==> config.mk <==
export PLATFORM = sky130hd
export DESIGN_NAME = led_matrix_capture
export DESIGN_NICKNAME = d
export VERILOG_FILES = /design/src/rtl/led_matrix_capture.sv
export SDC_FILE = /design/constraint.sdc
export NUM_CORES = 1
export LEC_CHECK = 0
export CAP_MARGIN = 20
export CORE_ASPECT_RATIO = 0.5
export CORE_MARGIN = 5
export CORE_UTILIZATION = 47
export CTS_CLUSTER_DIAMETER = 40
export DETAILED_ROUTE_END_ITERATION = 6
export HOLD_SLACK_MARGIN = 0.08
export PLACE_DENSITY = 0.73
export SLEW_MARGIN = 5
export SYNTH_ARGS = -nofsm -noshare
export SYNTH_HDL_FRONTEND = slang
export SYNTH_SLANG_ARGS = --single-unit
==> constraint.sdc <==
create_clock -name clk -period 4.37 [get_ports clk]
set_input_delay 0.437 -clock clk [delete_from_list [all_inputs] [get_ports clk]]
set_output_delay 0.437 -clock clk [all_outputs]
set_load 0.01 [all_outputs]
==> src/rtl/led_matrix_capture.sv <==
// Purpose: captures red/green LED frames by watching a scanned 8x8 matrix bus and locking onto its row sequence.
// Latency: with HOLD_CYCLES=1, pins sampled at edge E0 are written at edge E1; frame_valid is high in the cycle after E1.
// Backpressure: none; this is a passive bus snooper and always samples the bus.
// Ports: clk/reset (sync, active-high); row_sink (active-low one-hot), red_driver, green_driver (column data);
//        red_frame/green_frame (last full frame, index = row), frame_valid (1-cycle pulse),
//        sync_lost (high while hunting for row 0), error_count (saturating sequence/pattern error count).
module led_matrix_capture #(
  parameter int HOLD_CYCLES = 1
) (
  input  logic            clk,
  input  logic            reset,
  input  logic [7:0]      row_sink,
  input  logic [7:0]      red_driver,
  input  logic [7:0]      green_driver,
  output logic [7:0][7:0] red_frame,
  output logic [7:0][7:0] green_frame,
  output logic            frame_valid,
  output logic            sync_lost,
  output logic [7:0]      error_count
);

  localparam logic [3:0] HOLD = 4'(HOLD_CYCLES);

  typedef enum logic {HUNT = 1'b0, LOCK = 1'b1} state_t;

  state_t          state;
  logic [7:0]      row_q, red_q, green_q, row_prev;
  logic [3:0]      stab_q, stab_cur, zero_cnt;
  logic [2:0]      row_idx, expected;
  logic [7:0][7:0] red_back, green_back;
  logic            at_thresh, accept, bad_hit, in_seq, err_event;

  // Decode the registered row select: number of low bits and position of the low bit.
  always_comb begin
    zero_cnt = 4'd0;
    row_idx  = 3'd0;
    for (int i = 0; i < 8; i++) begin
      if (!row_q[i]) begin
        zero_cnt = zero_cnt + 4'd1;
        row_idx  = 3'(i);
      end
    end
  end

  // stab_q holds the run length of row_prev; stab_cur is the run length of row_q.
  // Acceptance fires only when the run length equals HOLD exactly, so once per dwell.
  assign stab_cur  = (row_q != row_prev) ? 4'd1 :
                     ((stab_q == 4'd15) ? 4'd15 : stab_q + 4'd1);
  assign at_thresh = (stab_cur == HOLD);
  assign accept    = at_thresh && (zero_cnt == 4'd1);
  assign bad_hit   = at_thresh && (zero_cnt >= 4'd2);
  assign in_seq    = (state == LOCK) && (row_idx == expected);
  assign err_event = bad_hit || (accept && (state == LOCK) && !in_seq);

  always_ff @(posedge clk) begin
    if (reset) begin
      row_q       <= 8'hFF;
      red_q       <= 8'h00;
      green_q     <= 8'h00;
      row_prev    <= 8'hFF;
      stab_q      <= 4'd1;
      state       <= HUNT;
      expected    <= 3'd0;
      red_back    <= '0;
      green_back  <= '0;
      red_frame   <= '0;
      green_frame <= '0;
      frame_valid <= 1'b0;
      sync_lost   <= 1'b1;
      error_count <= 8'h00;
    end else begin
      row_q       <= row_sink;
      red_q       <= red_driver;
      green_q     <= green_driver;
      row_prev    <= row_q;
      stab_q      <= stab_cur;
      frame_valid <= 1'b0;

      if (err_event && (error_count != 8'hFF))
        error_count <= error_count + 8'd1;

      if (accept && in_seq) begin
        red_back[row_idx]   <= red_q;
        green_back[row_idx] <= green_q;
        expected            <= expected + 3'd1;
        if (row_idx == 3'd7) begin
          // Publish the back buffer with row 7 taken straight from the input stage,
          // since its back-buffer write lands on this same edge.
          for (int r = 0; r < 7; r++) begin
            red_frame[r]   <= red_back[r];
            green_frame[r] <= green_back[r];
          end
          red_frame[7]   <= red_q;
          green_frame[7] <= green_q;
          frame_valid    <= 1'b1;
        end
      end else if (accept) begin
        if (state == LOCK) begin
          state     <= HUNT;
          sync_lost <= 1'b1;
        end
        // Row 0 always restarts a frame, even straight out of a sequence error.
        if (row_idx == 3'd0) begin
          red_back[0]   <= red_q;
          green_back[0] <= green_q;
          expected      <= 3'd1;
          state         <= LOCK;
          sync_lost     <= 1'b0;
        end
      end else if (bad_hit) begin
        state     <= HUNT;
        sync_lost <= 1'b1;
      end
    end
  end

endmodule

* Word-level counts from Yosys, hierarchy flattened
Index checks and enable logic that the tools add are counted.
** Operators by class
- Add/subtract/negate cells :: 10
- Multipliers :: 0
- Div/mod/pow operators :: 0
- Order comparisons :: 3
- Equal/unequal tests :: 8
- Shift-type cells :: 0
- Muxes and demuxes :: 38
- Bitwise gates (word level) :: 1
- Reduce and logical (&&, ||, !) cells :: 19
** Operators with widths (count)
- 64-bit bitwise mux :: 2
- 8-bit two-way mux :: 7
- 4-bit two-way mux :: 9
- 4-bit by 1-bit adder with 4-bit output, second input constant :: 8
- 8-bit demux with 3-bit select :: 1
- 3-bit two-way mux :: 8
- 1-bit two-way mux :: 10
- 8-bit by 1-bit adder with 8-bit output, second input constant :: 1
- 4-bit by 1-bit equality test with 1-bit output, second input constant :: 2
- 1-bit logical AND :: 8
- 8-bit != test :: 1
- 8-bit != test, second input constant :: 1
- 2-bit AND reduction :: 3
- 2-bit nonzero test :: 3
- 4-bit equality test, second input constant :: 1
- 4-bit by 2-bit greater-or-equal comparator with 1-bit output, second input constant :: 1
- 3-bit by 4-bit < comparator with 1-bit output, second input constant :: 1
- 3-bit by 1-bit adder with 3-bit output, second input constant :: 1
- 3-bit equality test :: 1
- 3-bit equality test, second input constant :: 1
- 3-bit by 1-bit greater-or-equal comparator with 1-bit output, second input constant :: 1
- 3-bit zero test :: 1
- 3-bit by 2-bit != test with 1-bit output, second input constant :: 1
- 3-bit AND reduction :: 1
- other kinds (5) :: 5
** Storage, ports and cells
- Register bits :: 306
- Latch bits :: 0
- Bits in writable memories :: 0
- Bits in read-only memories :: 0
- Input port bits :: 26
- Output and inout bits :: 138
- Memories :: 0

* Logic depth before layout (Yosys ltp)
Gate-level depths: netlist of the first run.
- Depth after elaboration :: 21
- Mapped depth :: 27

* Least setup slack after synthesis of the first run
Ideal clock, no wire load.
- Path kind :: register to register
- From :: register row_q[0]
- To :: register error_count[2]
- Arrival time :: 4.705 ns
- Setup slack :: -0.456 ns
- Stages on the path, launching flop included :: 22
- Buffers on the path :: 0
- Period minus slack after synthesis :: 4.826 ns
- Cells stage by stage :: dfxtp_1 > inv_1 > ha_1 > xnor3_1 > inv_1 > ha_1 > nand2b_1 > nand2_1 > ha_1 > nor2_1 > a31oi_1 > o21bai_1 > ha_1 > o22ai_1 > inv_1 > ha_1 > xnor2_1 > xnor3_1 > a32oi_1 > o31ai_2 > a211oi_1 > mux2_2
** Between the ends
- Longest elaborated chain between the ends :: 21
** Ends and longest elaborated chain
- start, declared :: line 27 : logic [7:0] row_q, red_q, green_q, row_prev;
- start signal, assigned :: line 72 : row_q <= row_sink;
- parallel branches: the longest is 19 deep, another holds 4-bit by 1-bit adder with 4-bit output
- 1-bit logical OR (*) :: line 53 : assign err_event = bad_hit || (accept && (state == LOCK) && !in_seq);
- 1-bit logical AND (*) :: line 79 : if (err_event && (error_count != 8'hFF))
- end signal, assigned :: line 80 : error_count <= error_count + 8'd1;
- end, declared :: line 19 : output logic [7:0] error_count
Every way passes the cells marked *.
A chain may end at the register's enable or synchronous reset.

* Final worst setup path of the first run
- From :: register row_q[1]
- To :: register red_frame[26] in the netlist's numbering
** Between the ends
- Longest elaborated chain between the ends :: 17
** Ends and longest elaborated chain
- 4-bit two-way mux :: line 38 : if (!row_q[i]) begin
- 4-bit by 1-bit adder with 4-bit output :: line 39 : zero_cnt = zero_cnt + 4'd1;
- 4-bit two-way mux :: line 38
- 4-bit by 1-bit adder with 4-bit output :: line 39
- 4-bit two-way mux :: line 38
- 4-bit by 1-bit adder with 4-bit output :: line 39
- 4-bit two-way mux :: line 38
- 4-bit by 1-bit adder with 4-bit output :: line 39
- 4-bit two-way mux :: line 38
- 4-bit by 1-bit adder with 4-bit output :: line 39
- 4-bit two-way mux :: line 38
- 4-bit by 1-bit adder with 4-bit output :: line 39
- 4-bit two-way mux :: line 38
- 4-bit by 1-bit equality test with 1-bit output :: line 50 : assign accept = at_thresh && (zero_cnt == 4'd1);
- 1-bit logical AND :: line 50
- 1-bit logical AND :: line 82 : if (accept && in_seq) begin
- 2-bit AND reduction (no line) (*)
- end signal, assigned by index :: line 90 : red_frame[r] <= red_back[r];
- end, declared :: line 15 : output logic [7:0][7:0] red_frame,
Mark *: on every way between the ends. The rest lies on a longest branch, timed or not.

==> summary.txt, run 1 <==
Worst setup path
  – CP max-delay cell: or4_4
  – Crit Path Max Fanout: 7
  – Required time worst endpoint: 4.76 ns
  – Reg2reg path depth: 25
  – CP Buf/Inv Count: 6
  – R2R Setup Slk: -0.41 ns
  – Critical path class: reg -> reg
  – Worst Setup End Kind: flop
  – Setup crit start: row_q[1]
  – Reg-to-Reg End: red_frame[26]
  – Crit path launch type: flop
  – CP delay by family, top: adder cells
  – CP max stage delay: 0.55 ns
  – Worst r2r src: row_q[1]
  – CP most frequent cell: ha_4
  – Crit path arrival time: 5.17 ns

Min path
  – Worst Hold End: state
  – Hold Crit Class: in -> reg
  – Hold Path Stages: 2
  – Hold_sp: reset

Routing
  – Detailed-route via count: between 10k and 15k
  – Iteration-0 DRC Markers: between 800 and 900
  – DR pass1 iterations: 7
  – Post-route ant nets: 0
  – WL final: approximately 38,000 um
  – DRC: 0
  – Vias per cell: 5.906
  – Wire per inst: ~21 um

Cells and area
  – Share of cells above drive strength 1: between 20% and 30%
  – Synthesis-to-layout area growth: 42.53%
  – Final cell count without fillers: 1,804
  – # diodes: 0
  – Filler cells: 1,762
  – Final #Nets: 1,504

Clock tree
  – CTS Hold Bufs: 0
  – CTS buffer count: 27
  – CTS tree: built
  – Sink Count: 290
  – Clk slew on worst S/H paths: 0.07 ns
  – Clk buf depth: 3
  – Clock latency on the worst-skew pair: 0.56 ns
  – Root buffer cell: clkbuf_16
  – H-tree depth: 1

Global route
  – Met1 Use GR: 30.69%
  – Layer with the highest usage: met2
  – Largest net degree at the start of global routing: approximately 100
  – GR Overflow Total: 0
  – M2 GR Usage: approximately 40%
  – Met3 Track Usage GR: 4.161%
  – Vias in the first global route: 10.05k
  – First-pass GRT wire length: 53,500 um
  – Total track usage: approximately a quarter
  – Initial antenna violation count: 0

Power
  – PwrDens: 357.8 nW/um^2
  – Sequential Power Share: 46.8%
  – Clock power share: 42.4%
  – Max IR drop VDD: 0.0002123 V
  – Sw frac: about 25%
  – Comb power frac: 10.8%
  – Pint: 4.358 mW
  – Leakage: 6.083 nW
  – Psw: 1.448 mW

Synth
  – Register area share after synthesis: 50.99%
  – #FFs+latches synth: 290
  – Mapped Cells: approximately 1.3k
  – Synth cell types: 60
  – YS warnings: 0
  – Post-synth EDFFs: 0
  – Main flop type after synthesis: dfxtp_1
  – Top cells by area, synth: dfxtp_1 51%, nand3_1 7.6%, mux2i_1 7.1%
  – Post-synth ARST share: 0%
  – Mapped cell area: 11,380 um^2
  – Top-area cell type share of the netlist area: 50.99%
  – Syn nets: 1,313
  – Synth area leader: dfxtp_1
  – Post-synthesis average cell area: 8.915 um^2
  – Count leader, synth: dfxtp_1
  – Synth cell count leaders: 290 x dfxtp_1, 173 x nand3_1, 152 x a21oi_1

Floorplan
  – Die height: 120.1 um
  – Die ar.: 27,620 um^2
  – Initial core utilization: a little under half
  – Num ports: 164
  – Core area: 23,920 um^2
  – Die width: 230.1 um
  – FP Rows: 40

STA
  – Layout Skew: 0.02249 ns
  – RSZ-0062 raised after global routing: yes
  – Total negative setup slack: -71.25 ns
  – Slew Limit Headroom: 19.12%
  – Worst Tran Pin Value: between 1 and 1.5 ns
  – Hold Vio Cnt, Final: 0
  – Fmax: roughly 210 MHz
  – Minimum clock period: 4.784 ns
  – Final Setup Violations: 253
  – Fin. max-slew vios: 0
  – Final period utilization: 109.5%
  – Final worst setup slack: -0.4143 ns

Placed design
  – Placed cell count: 1,698
  – DP HPWL: 20,790 um
  – Routability Congestion: slightly above 0.8
  – IO buf count: 163

Run
  – Max-cap violations: 0

Status
  – Failing checks: negative setup slack
  – Status: complete, but fails checks
-- flip-flops by register name, summed over array words and instances (netlist names) --
signal / flops
expected: 3
green_back: 56
red_frame: 64
row_q: 8
red_back: 56
green_frame: 64
green_q: 8
sync_lost: 1
state: 1
frame_valid: 1
red_q: 8
row_prev: 8
stab_q: 4
error_count: 8
-- repair_timing --
item | 4_1_cts | 5_1_grt
endpoints found under the setup margin | 254 | 254
resized for setup | 68 | 154
pin swaps | 39 | 58
cloned | 9 | 17
setup buffers | 16 | 21
-- worst max path at each step --
stage / endpoint / slack, ns / cells after the start
after floorplan: red_back[48] / -0.23 / 23
after global placement: error_count[3] / -0.24 / 24
after detailed placement: error_count[3] / -0.50 / 24
after CTS: green_back[11] / -0.26 / 27
after global routing: red_frame[26] / -0.56 / 27
final: red_frame[26] / -0.41 / 25
-- cells by family after synthesis --
family	count (synthesis)	share of synthesized area (%)
flops	290	50.99
compound gates	330	15.34
mux	88	7.814
xor+xnor	24	2.396
fa+ha+maj	10	1.099
buf+inv	124	4.418
simple gates	411	17.94
-- per-layer routing --
layer / vias to the layer above / part of all wire, %
li1: 4863 / -
met1: 5284 / 42
met5: - / 0
met3: 81 / 7.0
met2: 427 / 48
met4: 0 / 2.3
-- power by group through the flow --
stage / Sequential, mW / Combinational, mW / Clock, mW
6_report: 2.72 / 0.626 / 2.46
2_1_floorplan: 2.75 / 0.307 / 0
3_3_place_gp: 2.77 / 0.465 / 0
5_1_grt: 2.72 / 0.664 / 2.60
3_5_place_dp: 2.77 / 0.478 / 0
4_1_cts: 2.71 / 0.566 / 2.47
-- cell usage in the layout (no fill, tap or decap), drive strengths merged, types with 3 or more instances in the layout --
| cell type | n |
|---|---|
| a21oi | 152 |
| a31oi | 4 |
| and3 | 6 |
| buf | 97 |
| clkbuf | 49 |
| clkdlybuf4s50 | 162 |
| clkinv | 7 |
| dfxtp | 290 |
| ha | 10 |
| inv | 15 |
| mux2 | 7 |
| mux2i | 81 |
| nand2 | 137 |
| nand2b | 3 |
| nand3 | 176 |
| nand3b | 4 |
| nand4 | 5 |
| nor2 | 22 |
| nor2b | 31 |
| nor3 | 5 |
| o21ai | 150 |
| o41ai | 3 |
| or2 | 12 |
| xnor2 | 8 |
| xnor3 | 4 |
| xor2 | 12 |
-- stage by stage --
stage | power (mW) | setup WS (ns) | cell area, um^2 | hold WS [ns] | utilization, %
global route | 5.985 | -0.5564 | 16230 | 0.4337 | 67.83
detailed placement | 3.249 | -0.5031 | 13830 | 0.4476 | 57.79
floorplan | 3.061 | -0.2297 | 11760 | 0.4065 | -
global placement | 3.234 | -0.2393 | 13830 | 0.4164 | 57.79
finish | 5.806 | -0.4143 | 16230 | 0.4328 | 67.83
CTS | 5.745 | -0.2643 | 15380 | 0.4257 | 64.29
-- layout make-up --
cell class                      count  area [um^2]  area share, %
Clock buffer                       38        797.0          4.912
Clock inverter                     12        130.1         0.8019
Inverter                           13        55.05         0.3393
Multi-Input combinational cell    864         5848          36.04
Sequential cell                   290         5814          35.83
Tap cell                          315        394.1          2.429
Timing Repair Buffer              272         3188          19.65
-- worst register-to-register path, cell delays in order (launching register included) --
cell and delay (ns):
dfxtp_4 0.37, inv_4 0.05, ha_4 0.25, xnor2_2 0.18, ha_1 0.28, nand2b_1 0.12, nand2_2 0.09, ha_4 0.29
nand2b_4 0.06, nand2_4 0.06, ha_4 0.20, nor2_4 0.10, a31oi_4 0.05, o21bai_1 0.20, ha_1 0.30, o22ai_2 0.09
buf_4 0.18, or4_4 0.55, nand3_4 0.14, nand4_1 0.14, buf_4 0.18, buf_12 0.14, buf_12 0.14, buf_16 0.14
o21ai_0 0.24, a21oi_1 0.11
Note: power is estimated with default switching activity, not from simulation.
==> run 2, diff against run 1 <==
--- a/config.mk
+++ b/config.mk
@@ -13,6 +13,7 @@
 export DETAILED_ROUTE_END_ITERATION = 6
 export HOLD_SLACK_MARGIN = 0.08
 export PLACE_DENSITY = 0.73
+export REMOVE_ABC_BUFFERS = 1
 export SLEW_MARGIN = 5
 export SYNTH_ARGS = -nofsm -noshare
 export SYNTH_HDL_FRONTEND = slang
==> run 2 against run 1 <==
Compared with the run above:
- the run still ends with negative setup slack left
- sequential power is essentially flat
- worst setup slack lost 0.036 ns
- clock skew shrank 0.0036 ns
- via count grew 1.5%
- final cell count grew 0.55%
- combinational power grew 6.1%
- hold slack lost 0.087 ns
- global-route usage grew 0.42 points
- register-to-register slack lost 0.04 ns
- clock power shrank 5%
- critical endpoint is now red_frame[42]
- largest cell class unchanged
==> summary.txt, run 2 (synthesized netlist as in run 1, its figures left out) <==
Floorplan
  – Die height: 120.1 um (unchanged)
  – Core area: 23,920 um^2 (unchanged)
  – Num ports: 164 (unchanged)
  – Die width: 230.1 um (unchanged)
  – Initial core utilization: 47.59% (unchanged)
  – Die ar.: 27,620 um^2 (unchanged)
  – FP Rows: 40 (unchanged)

STA
  – Fmax: 207.4 MHz (-0.75%)
  – Hold Vio Cnt, Final: 0 (unchanged)
  – Slew Limit Headroom: 35.47% (+16 points)
  – Final Setup Violations: 254 (+0.40%)
  – Hold slack: 0.3455 ns (-0.08734 ns)
  – Fin. max-slew vios: 0 (unchanged)
  – Minimum clock period: 4.821 ns (+0.03631 ns)
  – Total negative setup slack: -89.15 ns (-17.90 ns)
  – RSZ-0062 raised after global routing: yes
  – Layout Skew: 0.01892 ns (-0.003572 ns)
  – Final period utilization: 110.3% (+0.83 points)
  – Final worst setup slack: -0.4506 ns (-0.03631 ns)
  – Worst Tran Pin Value: 0.9680 ns (-0.2452 ns)

Routing
  – Wire per inst: 21.00 um (+0.79%)
  – DRC: 0 (unchanged)
  – Vias per cell: 5.965 (+0.99%)
  – Detailed-route via count: 10.82k (+1.5%)
  – Post-route ant nets: 0 (unchanged)
  – DR pass1 iterations: 5 (-2)
  – Iteration-0 DRC Markers: 1,103 (+27%)
  – WL final: 38,090 um (+1.3%)

Global route
  – GR Overflow Total: 0 (unchanged)
  – First-pass GRT wire length: 55,060 um (+2.9%)
  – Largest net degree at the start of global routing: 76 (-27%)
  – Initial antenna violation count: 1 (+1)
  – Vias in the first global route: 10.38k (+3.3%)
  – Total track usage: 23.86% (+0.42 points)

Clock tree
  – Clk slew on worst S/H paths: 0.07 ns (about the same)
  – Clk buf depth: 3 (unchanged)
  – Clock latency on the worst-skew pair: 0.54 ns (-0.02 ns)
  – Root buffer cell: clkbuf_16
  – H-tree depth: 1 (unchanged)
  – CTS buffer count: 26 (-3.7%)
  – CTS Hold Bufs: 0 (unchanged)
  – Sink Count: 290 (unchanged)
  – CTS tree: built

Cells and area
  – Post-layout util: 68.01% (+0.18 points)
  – Most frequent cells in the layout: 287 x dfxtp_1, 162 x clkdlybuf4s50_1, 135 x nand2_1, 122 x nand3_1, 111 x o21ai_0
  – Share of cells above drive strength 1: 22.90% (+0.063 points)
  – Final #Nets: 1,514 (+0.66%)
  – Final cell count without fillers: 1,814 (+0.55%)
  – Synthesis-to-layout area growth: 42.92%
  – Multi-input combinational cell area: 5876 um^2 (+0.47%)
  – Final Instance Area: 16,270 um^2 (+0.27%)
  – Register area: 5814 um^2 (unchanged)
  – Most common cell after layout, fill and taps aside: dfxtp_1
  – Filler cells: 1,661 (-5.7%)
  – Largest regs: green_frame x64, red_frame x64

Power
  – Sw frac: 25.08% (+0.14 points)
  – PwrDens: 350.8 nW/um^2 (-2.0%)
  – Comb power frac: 11.6% (+0.8 points)
  – Pint: 4.276 mW (-1.9%)
  – Psw: 1.431 mW (-1.1%)
  – Clock power share: 40.8% (-1.6 points)
  – Power, Total: 5.707 mW (-1.7%)
  – Sequential Power Share: 47.6% (+0.8 points)
  – Leakage: 6.100 nW (+0.28%)
  – Max IR drop VDD: 0.0003120 V (+47%)

Min path
  – Hold Crit Class: in -> reg

Placed design
  – Placed cell area: 13,590 um^2 (-1.7%)
  – DP HPWL: 19,810 um (-4.7%)
  – Setup WS pre-CTS: -0.6690 ns (-0.1659 ns)
  – IO buf count: 163 (unchanged)
  – Placed cell count: 1,708 (+0.59%)
  – Routability Congestion: 0.8498 (+5.1%)

Worst setup path
  – Worst Setup End Kind: flop
  – CP max stage delay: 0.38 ns (-0.17 ns)
  – Crit Path Max Fanout: 8 (+1)
  – Crit path launch type: flop
  – Crit path arrival time: 5.28 ns (+0.11 ns)
  – CP most frequent cell: ha_4
  – CP max-delay cell: and4_4
  – Critical path class: reg -> reg
  – Required time worst endpoint: 4.83 ns (+0.07 ns)

Status
  – Status: complete, but fails checks
  – Failing checks: negative setup slack

Run
  – Max-cap violations: 0 (unchanged)
run 2: critical path, delay by kind of cell, from the launching register on:
family	cells	cell delay [ns]
adder cells (fa/ha/maj)	6	1.52
AND/OR/NAND/NOR	7	0.95
AO/OA/AOI/OAI	5	0.81
buffers and inverters	5	0.59
XOR/XNOR	3	0.50
flip-flops	1	0.37
run 2: power by group through the flow:
stage	clock network (mW)	logic, mW	registers, mW
floorplan	0	0.239	2.77
global placement	0	0.453	2.77
detailed placement	0	0.465	2.77
CTS	2.34	0.563	2.71
global route	2.46	0.704	2.72
finish	2.33	0.664	2.71
run 2: timing repair:
action,4_1_cts,5_1_grt
pin swaps,85,77
gates resized for setup,135,131
gates cloned,9,14
setup endpoints to repair,254,254
endpoints found under the hold margin,0,0
buffers inserted,30,7
run 2: path summary, 6_finish.rpt:
path / end / cells after the start / slack, ns / startpoint
worst max-delay path: red_frame[42] / 26 / -0.45 / row_q[1]
worst min-delay path: red_q[0] / 2 / 0.35 / reset
worst max register to register: red_frame[42] / 26 / -0.45 / row_q[1]
worst min register to register: green_back[18] / 2 / 0.46 / green_back[18]
run 2: final cells by class:
class | instances | area share [%]
multi-input cells | 863 | 36.11
inverters | 13 | 0.3460
clock inverters | 14 | 0.9228
repair buffers | 284 | 20.02
clock buffers | 34 | 4.429
flip-flops and latches | 290 | 35.74
well taps | 315 | 2.422
diodes | 1 | 0.01538
run 2: layer usage:
layer	wire [um]	share of wire, %	GRT usage [%]
met4	1237	3.2	10.26
met2	18930	50	41.14
met5	0	0	0
met1	15390	40	30.37
met3	2534	6.7	3.050
==> run 3, diff against run 2 <==
--- a/config.mk
+++ b/config.mk
@@ -14,6 +14,7 @@
 export HOLD_SLACK_MARGIN = 0.08
 export PLACE_DENSITY = 0.73
 export REMOVE_ABC_BUFFERS = 1
+export SKIP_LAST_GASP = 1
 export SLEW_MARGIN = 5
 export SYNTH_ARGS = -nofsm -noshare
 export SYNTH_HDL_FRONTEND = slang
==> run 3 against run 2 <==
Compared with the run above:
- the flow still finishes with violations (negative setup slack)
- first-iteration DRC count rose by 8.8%
- sequential share of layout area rose by 0.11 points
- core utilization fell by 0.21 points
- highest routed layer unchanged
==> summary.txt, run 3 (synthesized netlist as in run 1, its figures left out) <==
Status
  – Status: complete, but fails checks
  – Failing checks: negative setup slack

STA
  – Minimum clock period: 4.879 ns (+0.05789 ns)
  – Worst Tran Pin Value: 0.9786 ns (+0.01059 ns)
  – Fin. max-slew vios: 0 (unchanged)
  – RSZ-0062 raised after global routing: yes
  – Fmax: 205.0 MHz (-1.2%)
  – Slew Limit Headroom: 34.76% (-0.71 points)
  – Final period utilization: 111.6% (+1.3 points)
  – Total negative setup slack: -97.81 ns (-8.663 ns)
  – Layout Skew: 0.02720 ns (+0.008278 ns)
  – Final worst setup slack: -0.5085 ns (-0.05789 ns)
  – Hold slack: 0.3169 ns (-0.02858 ns)
  – Hold Vio Cnt, Final: 0 (unchanged)
  – Final Setup Violations: 254 (unchanged)

Routing
  – DRC: 0 (unchanged)
  – Detailed-route via count: 10.78k (-0.39%)
  – WL final: 38,300 um (+0.55%)
  – Vias per cell: 5.938 (-0.44%)
  – DR pass1 iterations: 5 (unchanged)
  – Wire per inst: 21.10 um (+0.49%)
  – Post-route ant nets: 0 (unchanged)
  – Iteration-0 DRC Markers: 1,200 (+8.8%)

Clock tree
  – Clock latency on the worst-skew pair: 0.55 ns (about the same)
  – CTS buffer count: 26 (unchanged)
  – Clk buf depth: 3 (unchanged)
  – CTS tree: built
  – H-tree depth: 1 (unchanged)
  – Sink Count: 290 (unchanged)
  – Root buffer cell: clkbuf_16
  – Clk slew on worst S/H paths: 0.07 ns (about the same)

Worst setup path
  – Crit Path Max Fanout: 7 (-1)
  – Critical path class: reg -> reg
  – Crit path arrival time: 5.26 ns (-0.02 ns)
  – Required time worst endpoint: 4.75 ns (-0.08 ns)
  – Crit path launch type: flop
  – Worst Setup End Kind: flop

Power
  – PwrDens: 351.6 nW/um^2 (+0.25%)
  – Sequential Power Share: 47.6% (about the same)
  – Clock power share: 40.9% (about the same)
  – Comb power frac: 11.5% (about the same)
  – Psw: 1.434 mW (+0.21%)
  – Max IR drop VDD: 0.0002308 V (-26%)
  – Sw frac: 25.15% (+0.071 points)
  – Pint: 4.269 mW (-0.16%)
  – Leakage: 6.109 nW (+0.15%)

Global route
  – Largest net degree at the start of global routing: 76 (unchanged)
  – M2 GR Usage: 41.20% (+0.055 points)
  – GR Overflow Total: 0 (unchanged)
  – Total track usage: 23.78% (-0.076 points)
  – Initial antenna violation count: 1 (unchanged)
  – Layer with the highest usage: met2
  – Vias in the first global route: 10.35k (-0.25%)
  – Met3 Track Usage GR: 3.002% (-0.047 points)
  – First-pass GRT wire length: 54,880 um (-0.33%)
  – Met1 Use GR: 30.26% (-0.10 points)

Cells and area
  – Most frequent cells in the layout: 287 x dfxtp_1, 162 x clkdlybuf4s50_1, 135 x nand2_1, 127 x nand3_1
  – Filler cells: 1,672 (+0.66%)
  – Final #Nets: 1,515 (+0.066%)
  – Share of cells above drive strength 1: 21.88% (-1.0 points)
  – Most common cell after layout, fill and taps aside: dfxtp_1
  – Largest regs: green_frame x64, red_frame x64
  – Synthesis-to-layout area growth: 42.47%
  – Final cell count without fillers: 1,815 (+0.055%)

Run
  – Max-cap violations: 0 (unchanged)

Placed design
  – Setup WS pre-CTS: -0.6690 ns (unchanged)
  – Routability Congestion: 0.8498 (unchanged)
  – IO buf count: 163 (unchanged)
  – Placed cell count: 1,708 (unchanged)
  – DP HPWL: 19,810 um (unchanged)

Min path
  – Hold Crit Class: in -> reg

Floorplan
  – Die height: 120.1 um (unchanged)
  – Core area: 23,920 um^2 (unchanged)
  – Die ar.: 27,620 um^2 (unchanged)
  – FP Rows: 40 (unchanged)
  – Die width: 230.1 um (unchanged)
  – Num ports: 164 (unchanged)
  – Initial core utilization: 47.59% (unchanged)
run 3: changes by cell type in the layout (fill, tap and decap cells not counted), sizes merged:
cell,before,now
buf,112,113
run 3: path summary, 6_finish.rpt:
| kind | slack (ns) | depth (start not counted) | startpoint | end |
|---|---|---|---|---|
| worst min-delay path | 0.32 | 2 | reset | red_q[0] |
| worst max-delay path | -0.51 | 27 | row_q[1] | green_frame[19] |
| worst max register to register | -0.51 | 27 | row_q[1] | green_frame[19] |
| worst min register to register | 0.45 | 2 | green_back[18] | green_back[18] |
run 3: timing repair:
item,4_1_cts,5_1_grt
buffers inserted,30,8
hold buffers,0,0
gates resized for setup,123,122
endpoints found under the setup margin,254,254
pin swaps,63,58
cloned,9,15
run 3: per-stage QoR:
step	total power, mW	util, %	instance area (um^2)
2_1_floorplan	3.007	-	10930
3_3_place_gp	3.220	56.80	13590
3_5_place_dp	3.235	56.80	13590
4_1_cts	5.612	64.16	15350
5_1_grt	5.874	67.80	16220
6_report	5.703	67.80	16220
run 3: layer usage:
| metal | vias to the layer above | share of wire [%] |
|---|---|---|
| met2 | 488 | 49 |
| met3 | 121 | 7.4 |
| met4 | 0 | 3.6 |
| li1 | 4884 | - |
| met1 | 5285 | 40 |
| met5 | - | 0 |
run 3: worst max-delay path, stage by stage, from the launching register on:
cell       delay [ns]
dfxtp_4          0.37
inv_4            0.05
ha_4             0.25
xnor2_2          0.13
ha_1             0.32
nand2b_1         0.12
buf_4            0.15
buf_4            0.12
buf_4            0.12
buf_4            0.12
buf_4            0.12
buf_4            0.12
buf_4            0.12
buf_4            0.12
buf_4            0.13
buf_4            0.12
buf_4            0.12
buf_4            0.12
o211ai_1         0.22
a32oi_1          0.15
a2111o_1         0.48
nand3_2          0.12
nand4_1          0.18
buf_6            0.20
clkbuf_16        0.17
clkbuf_16        0.16
o21ai_0          0.23
a21oi_2          0.09
run 3: power by group through the flow:
stage	clock network (mW)	registers, mW	logic, mW
after CTS	2.34	2.71	0.561
after floorplan	0	2.77	0.239
final	2.33	2.71	0.657
after global placement	0	2.77	0.453
after global routing	2.46	2.72	0.696
after detailed placement	0	2.77	0.465
run 3: cell type report:
cell class | count | area [um^2] | area share (%)
flip-flops and latches | 290 | 5814 | 35.85
multi-input cells | 863 | 5798 | 35.75
repair buffers | 285 | 3283 | 20.24
clock buffers | 34 | 720.7 | 4.443
well taps | 315 | 394.1 | 2.430
clock inverters | 14 | 150.1 | 0.9257
inverters | 13 | 56.30 | 0.3471
diodes | 1 | 2.502 | 0.01543
